--- src/rtl/ibex_data_bus_arbiter.sv ---
`default_nettype none
// ============================================================================
// Module      : ibex_data_bus_arbiter
// Description : Shares one req/gnt/rvalid data-memory port between the core
//               LSU (host 0) and a debug/DMA master (host 1). Requests are
//               routed combinationally. An in-order ID FIFO returns each
//               response to the host that issued it. A per-host lock keeps
//               both halves of a misaligned access back-to-back.
// Revision    : 1.0 - initial release
// ============================================================================
module ibex_data_bus_arbiter #(
    parameter int unsigned MAX_OUTSTANDING = 2,
    parameter bit          FIXED_PRIO      = 1'b0
) (
    input  logic        clk_i,
    input  logic        rst_i,
    input  logic        h0_req_i,
    input  logic        h0_lock_i,
    input  logic [31:0] h0_addr_i,
    input  logic        h0_we_i,
    input  logic [3:0]  h0_be_i,
    input  logic [31:0] h0_wdata_i,
    output logic        h0_gnt_o,
    output logic        h0_rvalid_o,
    output logic        h0_err_o,
    output logic [31:0] h0_rdata_o,
    input  logic        h1_req_i,
    input  logic        h1_lock_i,
    input  logic [31:0] h1_addr_i,
    input  logic        h1_we_i,
    input  logic [3:0]  h1_be_i,
    input  logic [31:0] h1_wdata_i,
    output logic        h1_gnt_o,
    output logic        h1_rvalid_o,
    output logic        h1_err_o,
    output logic [31:0] h1_rdata_o,
    output logic        d_req_o,
    output logic [31:0] d_addr_o,
    output logic        d_we_o,
    output logic [3:0]  d_be_o,
    output logic [31:0] d_wdata_o,
    input  logic        d_gnt_i,
    input  logic        d_rvalid_i,
    input  logic        d_err_i,
    input  logic [31:0] d_rdata_i,
    output logic        resp_err_o
);

    localparam int unsigned PW = (MAX_OUTSTANDING > 1) ? $clog2(MAX_OUTSTANDING) : 1;
    localparam int unsigned CW = $clog2(MAX_OUTSTANDING + 1);
    localparam logic [CW-1:0] FULL_CNT = CW'(MAX_OUTSTANDING);
    localparam logic [PW-1:0] LAST_IDX = PW'(MAX_OUTSTANDING - 1);

    // Arbitration state
    logic                       rr_q, rr_d;
    logic                       lock_q, lock_d;
    logic                       lock_owner_q, lock_owner_d;
    logic                       held_q, held_d;
    logic                       held_sel_q, held_sel_d;
    // Outstanding-transaction ID FIFO
    logic [MAX_OUTSTANDING-1:0] ids_q, ids_d;
    logic [PW-1:0]              wptr_q, wptr_d;
    logic [PW-1:0]              rptr_q, rptr_d;
    logic [CW-1:0]              cnt_q, cnt_d;

    logic sel;
    logic sel_req;
    logic full;
    logic gnt;
    logic pop;
    logic head;

    assign full = (cnt_q == FULL_CNT);
    assign head = ids_q[rptr_q];
    assign pop  = d_rvalid_i & (cnt_q != '0);

    // Pick the host that owns the device port this cycle
    always_comb begin
        sel     = 1'b0;
        sel_req = 1'b0;
        if (held_q) begin
            // an ungranted request must stay on the bus unchanged
            sel     = held_sel_q;
            sel_req = held_sel_q ? h1_req_i : h0_req_i;
        end else if (lock_q) begin
            // the other host is ignored while a lock is active
            sel     = lock_owner_q;
            sel_req = lock_owner_q ? h1_req_i : h0_req_i;
        end else begin
            sel_req = h0_req_i | h1_req_i;
            if (h0_req_i && h1_req_i) begin
                sel = FIXED_PRIO ? 1'b0 : rr_q;
            end else begin
                sel = h1_req_i;
            end
        end
    end

    // Request mux towards the device and grant fan-back; no issue when full
    always_comb begin
        d_req_o   = sel_req & ~full;
        d_addr_o  = sel ? h1_addr_i  : h0_addr_i;
        d_we_o    = sel ? h1_we_i    : h0_we_i;
        d_be_o    = sel ? h1_be_i    : h0_be_i;
        d_wdata_o = sel ? h1_wdata_i : h0_wdata_i;
        gnt       = d_req_o & d_gnt_i;
        h0_gnt_o  = gnt & ~sel;
        h1_gnt_o  = gnt & sel;
    end

    // Response routing by the oldest outstanding ID
    always_comb begin
        h0_rvalid_o = pop & ~head;
        h1_rvalid_o = pop & head;
        h0_err_o    = pop & ~head & d_err_i;
        h1_err_o    = pop & head & d_err_i;
        h0_rdata_o  = d_rdata_i;
        h1_rdata_o  = d_rdata_i;
        resp_err_o  = d_rvalid_i & (cnt_q == '0);
    end

    // Next-state for arbitration, lock and FIFO bookkeeping
    always_comb begin
        rr_d         = rr_q;
        lock_d       = lock_q;
        lock_owner_d = lock_owner_q;
        held_d       = d_req_o & ~d_gnt_i;
        held_sel_d   = sel;
        ids_d        = ids_q;
        wptr_d       = wptr_q;
        rptr_d       = rptr_q;
        cnt_d        = cnt_q;

        if (gnt) begin
            rr_d          = ~sel;
            ids_d[wptr_q] = sel;
            wptr_d        = (wptr_q == LAST_IDX) ? '0 : wptr_q + 1'b1;
            if (sel ? h1_lock_i : h0_lock_i) begin
                lock_d       = 1'b1;
                lock_owner_d = sel;
            end else if (lock_q && (lock_owner_q == sel)) begin
                lock_d       = 1'b0;
            end
        end
        if (pop) begin
            rptr_d = (rptr_q == LAST_IDX) ? '0 : rptr_q + 1'b1;
        end
        // count moves only when exactly one of push/pop happens
        if (gnt && !pop) begin
            cnt_d = cnt_q + 1'b1;
        end else if (pop && !gnt) begin
            cnt_d = cnt_q - 1'b1;
        end
    end

    // State register with synchronous reset
    always_ff @(posedge clk_i) begin
        if (rst_i) begin
            rr_q         <= 1'b0;
            lock_q       <= 1'b0;
            lock_owner_q <= 1'b0;
            held_q       <= 1'b0;
            held_sel_q   <= 1'b0;
            ids_q        <= '0;
            wptr_q       <= '0;
            rptr_q       <= '0;
            cnt_q        <= '0;
        end else begin
            rr_q         <= rr_d;
            lock_q       <= lock_d;
            lock_owner_q <= lock_owner_d;
            held_q       <= held_d;
            held_sel_q   <= held_sel_d;
            ids_q        <= ids_d;
            wptr_q       <= wptr_d;
            rptr_q       <= rptr_d;
            cnt_q        <= cnt_d;
        end
    end

endmodule
`default_nettype wire
--- config.mk ---
export PLATFORM = sky130hd
export DESIGN_NAME = ibex_data_bus_arbiter
export DESIGN_NICKNAME = d
export VERILOG_FILES = /design/src/rtl/ibex_data_bus_arbiter.sv
export SDC_FILE = /design/constraint.sdc
export NUM_CORES = 1
export LEC_CHECK = 0
export CAP_MARGIN = 20
export CORE_AREA = 2 2 124 126
export DETAILED_ROUTE_END_ITERATION = 6
export DIE_AREA = 0 0 126 128
export PLACE_DENSITY_LB_ADDON = 0.25
export SYNTH_ARGS = -nofsm -noshare
export SYNTH_HDL_FRONTEND = slang
export SYNTH_SLANG_ARGS = --single-unit
--- constraint.sdc ---
create_clock -name clk_i -period 1.85 [get_ports clk_i]
set_input_delay 0.185 -clock clk_i [delete_from_list [all_inputs] [get_ports clk_i]]
set_output_delay 0.185 -clock clk_i [all_outputs]
set_load 0.1 [all_outputs]
==> results.cfg, run 1 <==
[status]
status = finished with violations
violations = negative setup slack

[worst_hold_path]
min_from = d_rdata_i[20]
holdPathStages = 0
min_path_type = in -> out
hold_path_end = h1_rdata_o[20]

[synthesis]
synth-main-ff-cell = dfxtp_1
ys_types = 45
ys_seq_area_share_pct = 10.9
synth_nets = 402
yosysWarningCount = 0
ys_seq_elements = 11
syn-cell-area_mm2 = 0.00203
async_flop_share_pct = 0
postSynthCellCount = 222
synth-edff-count = 0
postSynthAreaPerCell_um2 = 9.14

[timing]
tns_ns = -9.47
final.period_utilization_pct = 109
period_needed_ns = 2.02
tightestPinTransition_ns = 0.427
rsz0062_at_grt = yes
maxSlewHeadroom_pct = 71.4
final-hold-violation-count = 0
final.setup.worst_slack_ns = -0.171
setup_violations = 71
finalClockSkew_ns = 0.00411
drv_slew = 0
timing.fmax_mhz = 495

[setup_path]
reg2reg_depth = 8
worstPathRequired_ns = 1.66
end_kind = output pin
critPathKind = reg -> out
path_common_cell = buf_12
arrival_ns = 1.84
crit_chain = nor2b_1, buf_4, o211ai_4, nand2_4, buf_12, buf_12, mux2_4, buf_12
cpMaxStageDelayCell = dfxtp_2
r2r_start = lock_owner_q
cp_slowest_stage_delay_ns = 0.33
rrSetupSlack_ns = -0.04
reg2reg_to = cnt_q[1]
path_max_fanout = 13
startpoint_type = register

[floorplan]
start_util_pct = 13.6
core_area_mm2 = 0.0149
num_io_pins = 320
die_x_um = 126
die_y_um = 128
rows = 45
dieArea_mm2 = 0.0161

[routing]
viasPerCell = 3.97
drc = 0
drtIter0Drc = 50
vias = 2369
drtPass1Iterations = 5
routed_wl_um = 9630
routedWlPerCell_um = 16.2
ant_nets = 0

[global_routing]
antenna_found_initial = 1
first_global_vias = 2495
grt_max_degree = 14
grt_usage_pct = 10.7
grt_overflow = 0
grt_pass1_wl_um = 13700

[final_layout]
fin_area_mm2 = 0.00530
antenna_cells = 0
fin_nets = 589
fin_util_pct = 35.6
drive_above_1_share_pct = 50.7
fillers = 1466
areaGrowthSynthToFinish_pct = 161

[pwr]
powerDensity_mw_per_mm2 = 1290
static-leakage-power_nw = 2.15
max-vdd-ir-drop_uv = 493

[cts]
cts_buffers = 3
ctsHoldBuffers = 0
clock_path_buffers = 2
cts.clk_slew.worst_paths_ns = 0.04
h-tree-depth = 1
cts_tree = done
cts_root_buffer = clkbuf_16
worstSkewPairLatency_ns = 0.24
cts_sinks = 11

[placement]
io_buffers = 223
dp_hpwl_um = 8040
placed_area_mm2 = 0.00500
gp_congestion = 0.726

[job]
max_cap_violations = 0
## flip-flops by register name, summed over array words and instances, names as in the netlist
register      cells
cnt_q             2
lock_owner_q      1
held_q            1
rptr_q            1
rr_q              1
wptr_q            1
held_sel_q        1
ids_q             2
lock_q            1
## Yosys cell counts, drive strengths merged (2+ instances only)
master	instances	area, µm²
nand2	2	10.0
inv	8	32.5
nand3	2	22.5
nor3b	2	15.0
nor2	5	18.8
mux2i	3	30.0
mux2	70	792
buf	73	532
o21ai	2	10.0
dfxtp	11	220
a31oi	2	12.5
xor2	3	26.3
nor2b	2	12.5
nor3	4	20.0
a21oi	5	25.0
nand2b	6	37.5
## cell families (layout without fill, tap and decap cells)
family	after synthesis	in the layout	synth area share, %
buffers and inverters	82	268	28.0
adder cells (fa/ha/maj)	1	1	0.617
AND/OR/NAND/NOR	29	29	8.70
multiplexers	73	73	40.5
XOR/XNOR	3	3	1.30
AO/OA/AOI/OAI	23	23	9.99
flip-flops	11	11	10.9
## stage by stage
stage | power, mW | hold WS, ns | instances | setup slack, ns
detailed placement | 6.16 | 0.371 | 584 | -0.415
CTS | 6.84 | 0.371 | 595 | -0.201
global route | 7.05 | 0.370 | 596 | -0.227
floorplan | 4.50 | 0.264 | 222 | -0.359
finish | 6.83 | 0.370 | 596 | -0.171
global placement | 6.13 | 0.371 | 584 | -0.381
## report_power, final
part           switching (mW)  internal, mW
combinational            3.56          2.50
sequential             0.0560         0.302
clock                   0.111         0.290
## layout make-up
class                      count  area (µm²)  area share [%]
clock buffer                   4        78.8            1.49
timing repair buffer         256        3370            63.7
sequential                    11         225            4.25
tap                          188         235            4.44
inverter                       8        32.5           0.614
multi-input combinational    129        1350            25.5
## timing repair
action | CTS | global route
cloned | 3 | 1
buffers inserted | 4 | 1
pin swaps | 3 | 3
endpoints found under the setup margin | 74 | 74
resized for setup | 18 | 10
## critical path: cells and delay by family (launching register included)
family	cells	cell delay, ns
compound gates	1	0.19
buf+inv	4	0.61
flops	1	0.33
mux	1	0.32
simple gates	2	0.14
## how the worst max path moves through the flow
stage | from | to | depth (start not counted)
floorplan | cnt_q[0] | h1_err_o | 3
global placement | h0_req_i | cnt_q[1] | 8
detailed placement | h0_req_i | cnt_q[1] | 8
CTS | rr_q | d_addr_o[8] | 8
global route | rr_q | d_addr_o[14] | 8
finish | rr_q | d_addr_o[8] | 8
## layout by cell type (no fill, tap or decap), types with 2 or more instances in the layout
cell / synthesis / final
nor3b_2: 0 / 2
buf_16: 0 / 2
xor2_1: 3 / 2
dlygate4sd2_1: 0 / 2
clkdlybuf4s50_1: 0 / 144
inv_1: 7 / 6
nor3_1: 4 / 4
buf_6: 1 / 5
a31oi_1: 2 / 2
a21oi_1: 5 / 3
mux2_2: 69 / 60
dfxtp_2: 0 / 4
dfxtp_1: 11 / 7
buf_4: 64 / 21
buf_12: 0 / 81
nand2b_1: 6 / 5
mux2i_1: 3 / 3
mux2_4: 1 / 10
clkbuf_16: 0 / 4
nor2_2: 0 / 2
nor2_1: 5 / 2
## metal layers
metal  global-route usage (%)  routed length (µm)
met1                     11.0                3130
met2                     20.7                5230
met3                     2.92                 984
met4                     3.75                 266
met5                        0                  13
No activity file was read; power rests on OpenSTA's default activity.
==> run 2, diff against run 1 <==
--- a/config.mk
+++ b/config.mk
@@ -10,6 +10,7 @@
 export DETAILED_ROUTE_END_ITERATION = 6
 export DIE_AREA = 0 0 126 128
 export PLACE_DENSITY_LB_ADDON = 0.25
+export SETUP_SLACK_MARGIN = 0.2
 export SYNTH_ARGS = -nofsm -noshare
 export SYNTH_HDL_FRONTEND = slang
 export SYNTH_SLANG_ARGS = --single-unit
==> run 2 against run 1 <==
Effect of this change:
- critical path type unchanged
- critical endpoint is now d_wdata_o[22]
- fmax rose by 1.5%
- the run still ends with negative setup slack left
- highest routed layer is now met4
- die area unchanged
- routed wire length grew 20%
- total power grew 8.6%
- critical path depth decreased by 1
- utilization grew 3.0 points
- count of clock-buffer cells in the layout stayed put
- sequential cell count unchanged
==> results.cfg, run 2 (same netlist as run 1, synthesis figures left out) <==
[status]
status = finished with violations
violations = negative setup slack

[cts]
ctsHoldBuffers = 0
worstSkewPairLatency_ns = 0.24
cts_root_buffer = clkbuf_16
clock_path_buffers = 2
cts.clk_slew.worst_paths_ns = 0.04
h-tree-depth = 1
cts_buffers = 3
cts_tree = done
cts_sinks = 11

[floorplan]
die_x_um = 126
num_io_pins = 320
start_util_pct = 13.6
dieArea_mm2 = 0.0161
core_area_mm2 = 0.0149
rows = 45
die_y_um = 128

[timing]
setup_violations = 72
final.period_utilization_pct = 108
rsz0062_at_grt = yes
tns_ns = -8.40
period_needed_ns = 1.99
final.setup.worst_slack_ns = -0.140
timing.fmax_mhz = 502
finalClockSkew_ns = 0.00322
drv_slew = 0
maxSlewHeadroom_pct = 75.1
final-hold-violation-count = 0
tightestPinTransition_ns = 0.373

[placement]
place_inst = 580
dp_hpwl_um = 9740
io_buffers = 223
gp_congestion = 0.811

[setup_path]
worstPathRequired_ns = 1.66
critPathKind = reg -> out
reg2reg_depth = 8
arrival_ns = 1.81
path_max_fanout = 10
rrSetupSlack_ns = -0.11
startpoint_type = register
end_kind = output pin

[routing]
ant_nets = 0
viasPerCell = 3.98
routedWlPerCell_um = 19.1
drtIter0Drc = 85
drtPass1Iterations = 4
vias = 2403
met2_wirelength_um = 5690
wl_met3_um = 1200
routed_wl_um = 11600
top_layer = met4
drc = 0
wl_met1_um = 4550

[global_routing]
grt_max_degree = 12
antenna_found_initial = 2
grt_pass1_wl_um = 16000
grt_usage_pct = 13.1
grt_overflow = 0
first_global_vias = 2513

[worst_hold_path]
min_path_type = in -> out
holdPathStages = 0

[final_layout]
areaGrowthSynthToFinish_pct = 183
drive_above_1_share_pct = 53.1
reg.largest.list = cnt_q x2, ids_q x2
final_common_cell = clkdlybuf4s50_1
fin_nets = 595
instances_no_fill = 604
final_cell_mix = 144 x clkdlybuf4s50_1, 81 x buf_12, 70 x mux2_4

[job]
max_cap_violations = 0

[pwr]
powerDensity_mw_per_mm2 = 1290
static-leakage-power_nw = 2.53
max-vdd-ir-drop_uv = 887
-- run 2: report_power, final --
group	internal, mW	leakage [nW]	total [mW]	switching, mW
logic	2.89	2.40	6.60	3.71
registers	0.306	0.0925	0.418	0.112
clock network	0.290	0.0382	0.400	0.110
total	3.49	2.53	7.41	3.93
-- run 2: path summary, 6_finish.rpt --
kind / end / start
max: d_wdata_o[22] / lock_q
min: h0_rdata_o[12] / d_rdata_i[12]
max reg2reg: cnt_q[1] / lock_owner_q
min reg2reg: wptr_q / wptr_q
-- run 2: what timing repair did --
action / 4_1_cts / 5_1_grt
cloned: 5 / 0
buffers inserted: 8 / 5
endpoints found under the setup margin: 80 / 78
resized for setup: 28 / 12
pin swaps: 5 / 7
-- run 2: critical path: stages, from the launching register on --
cell and delay (ns):
dfxtp_2 0.32, nand2b_4 0.15, o211ai_4 0.19, nand2_4 0.11
buf_12 0.17, buf_16 0.15, mux2_4 0.31, buf_12 0.17
-- run 2: area by class of cell --
class                      count  area, µm²
inverter                       8       32.5
tap                          188        235
clock buffer                   4       78.8
antenna                        2       5.00
multi-input combinational    129       1660
timing repair buffer         262       3510
fill                        1416       9120
sequential                    11        229
-- run 2: per-stage QoR --
step / area (µm²) / hold slack [ns] / util, % / worst slack [ns] / total power, mW
floorplan: 2410 / 0.264 / - / -0.0883 / 4.89
global route: 5750 / 0.370 / 38.7 / -0.184 / 7.64
global placement: 5260 / 0.371 / 35.4 / -0.338 / 6.42
detailed placement: 5260 / 0.371 / 35.4 / -0.355 / 6.44
finish: 5750 / 0.370 / 38.7 / -0.140 / 7.41
CTS: 5640 / 0.371 / 37.9 / -0.141 / 7.30
-- run 2: routing by layer --
metal	track usage [%]	vias to the layer above
met5	0	-
met4	2.91	0
met3	5.38	8
met2	22.0	186
met1	15.7	1093
li1	-	1116
